--- src/rtl/rshift_pkg.sv ---
// Shared constants for the sequential right shifter: FSM encodings and
// shift-amount width derivation.
package rshift_pkg;

   localparam logic [1:0] ST_IDLE  = 2'd0;
   localparam logic [1:0] ST_SHIFT = 2'd1;
   localparam logic [1:0] ST_DONE  = 2'd2;

   // Width needed to hold a shift amount of 0..n-1 (never less than one bit).
   function automatic int sw_of(input int n);
      return (n <= 2) ? 1 : $clog2(n);
   endfunction

endpackage

--- src/rtl/rshift1.sv ---
// Single-position right shift with an explicit fill bit; also exposes the
// bit that falls off the bottom.
module rshift1 #(
   parameter int N = 8
) (
   input  logic [N-1:0] in,
   input  logic         fill,
   output logic [N-1:0] out,
   output logic         lsb_out
);

   assign out     = {fill, in[N-1:1]};
   assign lsb_out = in[0];

endmodule

--- src/rtl/seq_rshift_unit.sv ---
// Multi-cycle right shifter (one bit per clock, logical or arithmetic) with a
// start/busy/done handshake. Optional RSHIFT_STICKY_EN adds the sticky output.
module seq_rshift_unit
   import rshift_pkg::*;
#(
   parameter int N  = 8,
   parameter int SW = sw_of(N)
) (
   input  logic          clk,
   input  logic          rst_n,
   input  logic          start,
   input  logic [N-1:0]  A,
   input  logic [SW-1:0] shamt,
   input  logic          arith,
   output logic [N-1:0]  C,
   output logic          busy,
   output logic          done
`ifdef RSHIFT_STICKY_EN
   ,
   output logic          sticky
`endif
);

   logic [1:0]    state_reg;
   logic [N-1:0]  work_reg;
   logic [SW-1:0] cnt_reg;
   logic          fill_reg;
   logic [N-1:0]  c_reg;
   logic          busy_reg;
   logic          done_reg;
   logic [N-1:0]  shift_next;
   logic          accept;

   assign accept = start && ((state_reg == ST_IDLE) || (state_reg == ST_DONE));

`ifdef RSHIFT_STICKY_EN
   logic shift_lsb;
   logic sticky_acc_reg;
   logic sticky_reg;

   rshift1 #(.N(N)) u_rshift1 (
      .in      (work_reg),
      .fill    (fill_reg),
      .out     (shift_next),
      .lsb_out (shift_lsb)
   );

   always_ff @(posedge clk or negedge rst_n) begin
      if (!rst_n) begin
         sticky_acc_reg <= 1'b0;
         sticky_reg     <= 1'b0;
      end else if (state_reg == ST_SHIFT) begin
         sticky_acc_reg <= sticky_acc_reg | shift_lsb;
         if (cnt_reg == SW'(1))
            sticky_reg <= sticky_acc_reg | shift_lsb;
      end else if (accept) begin
         sticky_acc_reg <= 1'b0;
         if (shamt == '0)
            sticky_reg <= 1'b0;
      end
   end

   assign sticky = sticky_reg;
`else
   rshift1 #(.N(N)) u_rshift1 (
      .in      (work_reg),
      .fill    (fill_reg),
      .out     (shift_next),
      .lsb_out ()
   );
`endif

   always_ff @(posedge clk or negedge rst_n) begin
      if (!rst_n) begin
         state_reg <= ST_IDLE;
         work_reg  <= '0;
         cnt_reg   <= '0;
         fill_reg  <= 1'b0;
         c_reg     <= '0;
         busy_reg  <= 1'b0;
         done_reg  <= 1'b0;
      end else begin
         done_reg <= 1'b0;
         case (state_reg)
            ST_SHIFT: begin
               work_reg <= shift_next;
               cnt_reg  <= cnt_reg - SW'(1);
               if (cnt_reg == SW'(1)) begin
                  state_reg <= ST_DONE;
                  busy_reg  <= 1'b0;
                  done_reg  <= 1'b1;
                  c_reg     <= shift_next;
               end
            end
            // IDLE, DONE, and the unused encoding all fall back to accept-or-idle.
            default: begin
               if (accept) begin
                  work_reg <= A;
                  cnt_reg  <= shamt;
                  fill_reg <= arith & A[N-1];
                  if (shamt == '0) begin
                     state_reg <= ST_DONE;
                     busy_reg  <= 1'b0;
                     done_reg  <= 1'b1;
                     c_reg     <= A;
                  end else begin
                     state_reg <= ST_SHIFT;
                     busy_reg  <= 1'b1;
                  end
               end else begin
                  state_reg <= ST_IDLE;
                  busy_reg  <= 1'b0;
               end
            end
         endcase
      end
   end

   assign C    = c_reg;
   assign busy = busy_reg;
   assign done = done_reg;

endmodule

--- config.mk ---
export PLATFORM = sky130hd
export DESIGN_NAME = seq_rshift_unit
export DESIGN_NICKNAME = d
export VERILOG_FILES = /design/src/rtl/rshift_pkg.sv /design/src/rtl/rshift1.sv /design/src/rtl/seq_rshift_unit.sv
export SDC_FILE = /design/constraint.sdc
export NUM_CORES = 1
export LEC_CHECK = 0
export CORE_ASPECT_RATIO = 1.1
export CORE_MARGIN = 2
export CORE_UTILIZATION = 53
export CTS_CLUSTER_DIAMETER = 50
export DETAILED_ROUTE_END_ITERATION = 10
export GPL_ROUTABILITY_DRIVEN = 0
export PLACE_DENSITY = 0.82
export SLEW_MARGIN = 30
export SYNTH_ARGS = -nofsm -noshare
export SYNTH_HDL_FRONTEND = slang
export SYNTH_SLANG_ARGS = --single-unit
--- constraint.sdc ---
create_clock -name clk -period 2.5 [get_ports clk]
set_input_delay 0.5 -clock clk [delete_from_list [all_inputs] [get_ports clk]]
set_output_delay 0.5 -clock clk [all_outputs]
set_load 0.01 [all_outputs]
* Word-level counts from Yosys, hierarchy flattened
Cells that the tools add are included.
Widths: inputs -> output; s select.
** Storage, ports and cells
- Register bits after elaboration :: 24
- Word-level logic and storage cells :: 42
** Cells by class
- $add $sub $neg :: 1
- Eq/ne operators :: 4
- Muxes and demuxes :: 20
- Bitwise logic cells :: 2
- Reduce and logical (&&, ||, !) cells :: 8
** Operators with widths (number)
- $mux 8 :: 6
- $mux 1 :: 8
- $mux 2 :: 4
- $mux 3 :: 2
- $reduce_bool 2->1 :: 2
- $eq 3x1->1 const B :: 1
- $logic_not 3->1 :: 1
- $reduce_and 3->1 :: 1
- $sub 3x1->3 const B :: 1
- $eq 2x1->1 const B :: 1
- $eq 2x2->1 const B :: 1
- $logic_not 2->1 :: 1
- $ne 2x2->1 const B :: 1
- $reduce_and 2->1 :: 1
- $and 1x1->1 :: 1
- $logic_and 1x1->1 :: 1
- $logic_or 1x1->1 :: 1
- $not 1->1 :: 1

* Longest topological paths before layout
- Depth after elaboration :: 5
- Gate-level depth with buffers :: 6
- Gate-level depth less buffers :: 5

* By module
Synthesis repeated with hierarchy kept, for this count alone.
** Second synthesis, totals
- Cell total of the unflattened synthesis :: 116
- Area, all modules :: 1318.8 um^2
** Modules (own cells, without submodules)
- seq_rshift_unit :: instances 1, cells an instance 107, area an instance 1251.2 um^2, seq. area each 575.6 um^2
- rshift1 :: instances 1, cells an instance 9, area an instance 67.6 um^2, seq. area each 0.0 um^2

* Worst setup path before layout
No wires, ideal clock.
- Kind :: input to register
- Start point :: input port shamt[0]
- End point :: register c_reg[0], in the netlist C[0]
- Arrival time :: 1.418 ns
- Required time :: 2.375 ns
- Slack :: 0.957 ns
- Stages on the path :: 4
- Path buffers :: 1
- Cell sequence :: nor3_1 > a32o_1 > buf_6 > mux2_4
** Between the ends
- Cells in the longest elaborated chain, start to end :: 3
** RTL lines
- start: declaration :: line seq_rshift_unit.sv:13 : input logic [SW-1:0] shamt,
- $logic_not 3->1 :: line seq_rshift_unit.sv:101 : if (shamt == '0) begin
- $reduce_bool 2->1 (no line)
- $reduce_and 3->1 (no line)
- end signal: assignment :: line seq_rshift_unit.sv:92 : c_reg <= shift_next;
- end: declaration :: line seq_rshift_unit.sv:28 : logic [N-1:0] c_reg;
Every way passes these cells.
A chain may end at the register's enable or synchronous reset.

==> impl_metrics.csv <==
group,metric,value,unit
cts,clock_path_buffers,2,
drt,vias_per_cell,5.377,
cts,path_clk_slew,120,ps
drt,drtPass1Iterations,1,
global_route,grt_use_total,20.10,%
worst_setup_path,worstPathMaxFanout,9,
global_route,grt_max_degree,23,
worst_setup_path,reg2reg_depth,5,
power_and_ir_drop,worst_ir_drop_vdd,864.3,uV
cts,cts_tree,"done",
sta,slew_headroom,76.43,%
placed_design,dpl.cell_count,155,
worst_setup_path,r2r_end,"C[7]",
finish,most-common-layout-cells,"clkdlybuf4s50_1 (24), dfrtp_1 (22), nor2b_1 (10), a21oi_1 (10)",
finish,num-fill-cells,171,
finish,area_delta_synth_final,26.02,%
finish,final_nets,147,
die,core,2185,sq um
finish,antenna_cells,0,
finish,finalInstanceArea,1503,sq um
sta,hold_slack,536.5,ps
worst_setup_path,r2r-start,"state_reg[0]",
finish,utilization,68.79,%
sta,final_max_slew_viol_count,0,
die,dieArea,2646,sq um
finish,final_common_cell,"clkdlybuf4s50_1",
drt,drt_iter0_drc,0,
die,fp-row-count,18,
drt,drcViolationCount,0,
worst_setup_path,slowest_delay,580,ps
placed_design,numPortBuffers,24,
cts,hold_buffers,0,
worst_setup_path,worstSetupPathType,"reg -> out",
sta,setup_viol,0,
synthesis,syn_area_per_cell,11.69,sq um
hold_path,hold_class,"in -> async",
cts,clock_sinks,22,
die,die_y,53.75,microns
placed_design,hpwlAfterDp,1735,microns
sta,post-route-min-period,1899,ps
worst_setup_path,crit_chain,"clkdlybuf4s50_1",
cts,h-tree-depth,1,
drt,wl,2347,microns
power_and_ir_drop,leakage,0.6448,nW
worst_setup_path,ff2ff_setup_slack,830,ps
worst_setup_path,required,2000,ps
finish,finalNonFillerCells,159,
flow_run,cap_violations,0,
global_route,grt_antenna_before_repair,0,
synthesis,netlist_area,1192,sq um
synthesis,netlist_instances,102,
global_route,grt_pass1_wl,3926,microns
worst_setup_path,crit_arrival,1400,ps
sta,tightest_slew,350.8,ps
die,die_x,49.23,microns
cts,post_cts_buffers,0,
sta,rsz0062_at_grt,"no",
sta,period_share,75.98,%
sta,max_freq,0.5265,GHz
cts,insertion_delay,310,ps
die,start_util,54.58,%
worst_setup_path,worstSetupEndpointType,"output pin",
sta,setup_tns,0,ps
sta,fin_skew,5.201,ps
drt,wl_per_cell,14.76,microns
sta,hold_viol_final,0,
drt,num_vias,855,
synthesis,synth_seq_cells,22,
drt,ant_nets,0,
global_route,grt.overflow.total,0,
finish,drive_gt1_share,20.93,%
worst_setup_path,crit_family,"buffers and inverters",
worst_setup_path,startpoint_type,"register",
placed_design,placed_area,1466,sq um
worst_setup_path,slowest_stage,"clkdlybuf4s50_1",
run_status,status,"complete, no violations",
synthesis,yosysSeqAreaShare,46.17,%
power_and_ir_drop,p_per_area,1214,nW/um^2
synthesis,synth_nets,119,
synthesis,synth_warnings,0,
worst_setup_path,crit_buf_inv,1,
global_route,grt_pass1_vias,857,
cts,ctsResizeCount,0,
cts,cts_root_buf,"clkbuf_4",
die,ios,25,
synthesis,synthDistinctLibCells,25,
cts,numCtsBuffers,3,
finish,largest_register_ff_count,8,
per-layer routing:
metal | vias up | track usage (%) | wire (microns)
li1 | 415 | - | -
met1 | 417 | 24.25 | 1014
met2 | 18 | 35.36 | 1226
met3 | 5 | 2.500 | 65
met4 | 0 | 11.43 | 41
met5 | - | 0 | 0
cells in the mapped netlist:
library cell,number,area (sq um)
dfrtp_1,22,550.5
a21oi_1,10,50.05
nor2b_1,10,62.56
mux2_2,8,90.09
mux2_4,8,120.1
a211oi_1,7,52.55
mux2i_1,6,60.06
nand2_1,4,15.01
buf_2,3,15.01
inv_1,3,11.26
a32o_1,2,20.02
buf_6,2,22.52
ha_1,2,25.02
nand2b_1,2,12.51
o211a_1,2,20.02
o22ai_1,2,12.51
a31oi_1,1,6.260
buf_4,1,7.510
clkbuf_1,1,3.750
inv_2,1,3.750
nor2_1,1,3.750
nor3_1,1,5.000
o21ai_0,1,5.000
xnor2_1,1,8.760
xor2_1,1,8.760
kinds of logic (layout without fill, tap and decap cells):
logic type | count (synthesis) | after routing | synth area share [%]
adder cells (fa/ha/maj) | 2 | 2 | 2.098
AND/OR/NAND/NOR | 18 | 18 | 8.288
buffers and inverters | 11 | 38 | 5.351
AO/OA/AOI/OAI | 25 | 25 | 13.96
XOR/XNOR | 2 | 2 | 1.469
flip-flops | 22 | 22 | 46.17
multiplexers | 22 | 22 | 22.67
per-stage QoR:
stage                     setup slack (ps)  total power, mW
after global routing                 542.0            1.953
after CTS                            594.2            1.837
final                                600.5            1.825
after detailed placement             329.4            1.636
after floorplan                      956.8            1.325
after global placement               412.4            1.597
cell type report:
| type | instances | area [sq um] | share of cell area [%] |
|---|---|---|---|
| Sequential cell | 22 | 550.5 | 36.64 |
| Clock buffer | 4 | 36.28 | 2.415 |
| Timing Repair Buffer | 30 | 285.3 | 18.98 |
| Tap cell | 30 | 37.54 | 2.498 |
| Inverter | 4 | 15.01 | 0.9992 |
| Multi-Input combinational cell | 69 | 578.1 | 38.47 |
how the worst max path moves through the flow:
| stage | startpoint | to | slack (ps) | depth (start not counted) |
|---|---|---|---|---|
| after global placement | shamt[0] | C[4] | 410 | 5 |
| after CTS | state_reg[0] | busy | 590 | 1 |
| after global routing | state_reg[0] | busy | 540 | 1 |
| final | state_reg[0] | busy | 600 | 1 |
| after detailed placement | shamt[0] | C[1] | 330 | 5 |
| after floorplan | shamt[0] | C[0] | 960 | 4 |
report_power, final:
group          total [mW]  leakage [nW]  internal [mW]  switching, mW
clock               0.199        0.0210         0.0890          0.110
combinational       0.944         0.363          0.563          0.380
sequential          0.682         0.261          0.533          0.149
total                1.82         0.645           1.19          0.639
No activity file was read; power rests on OpenSTA's default activity.
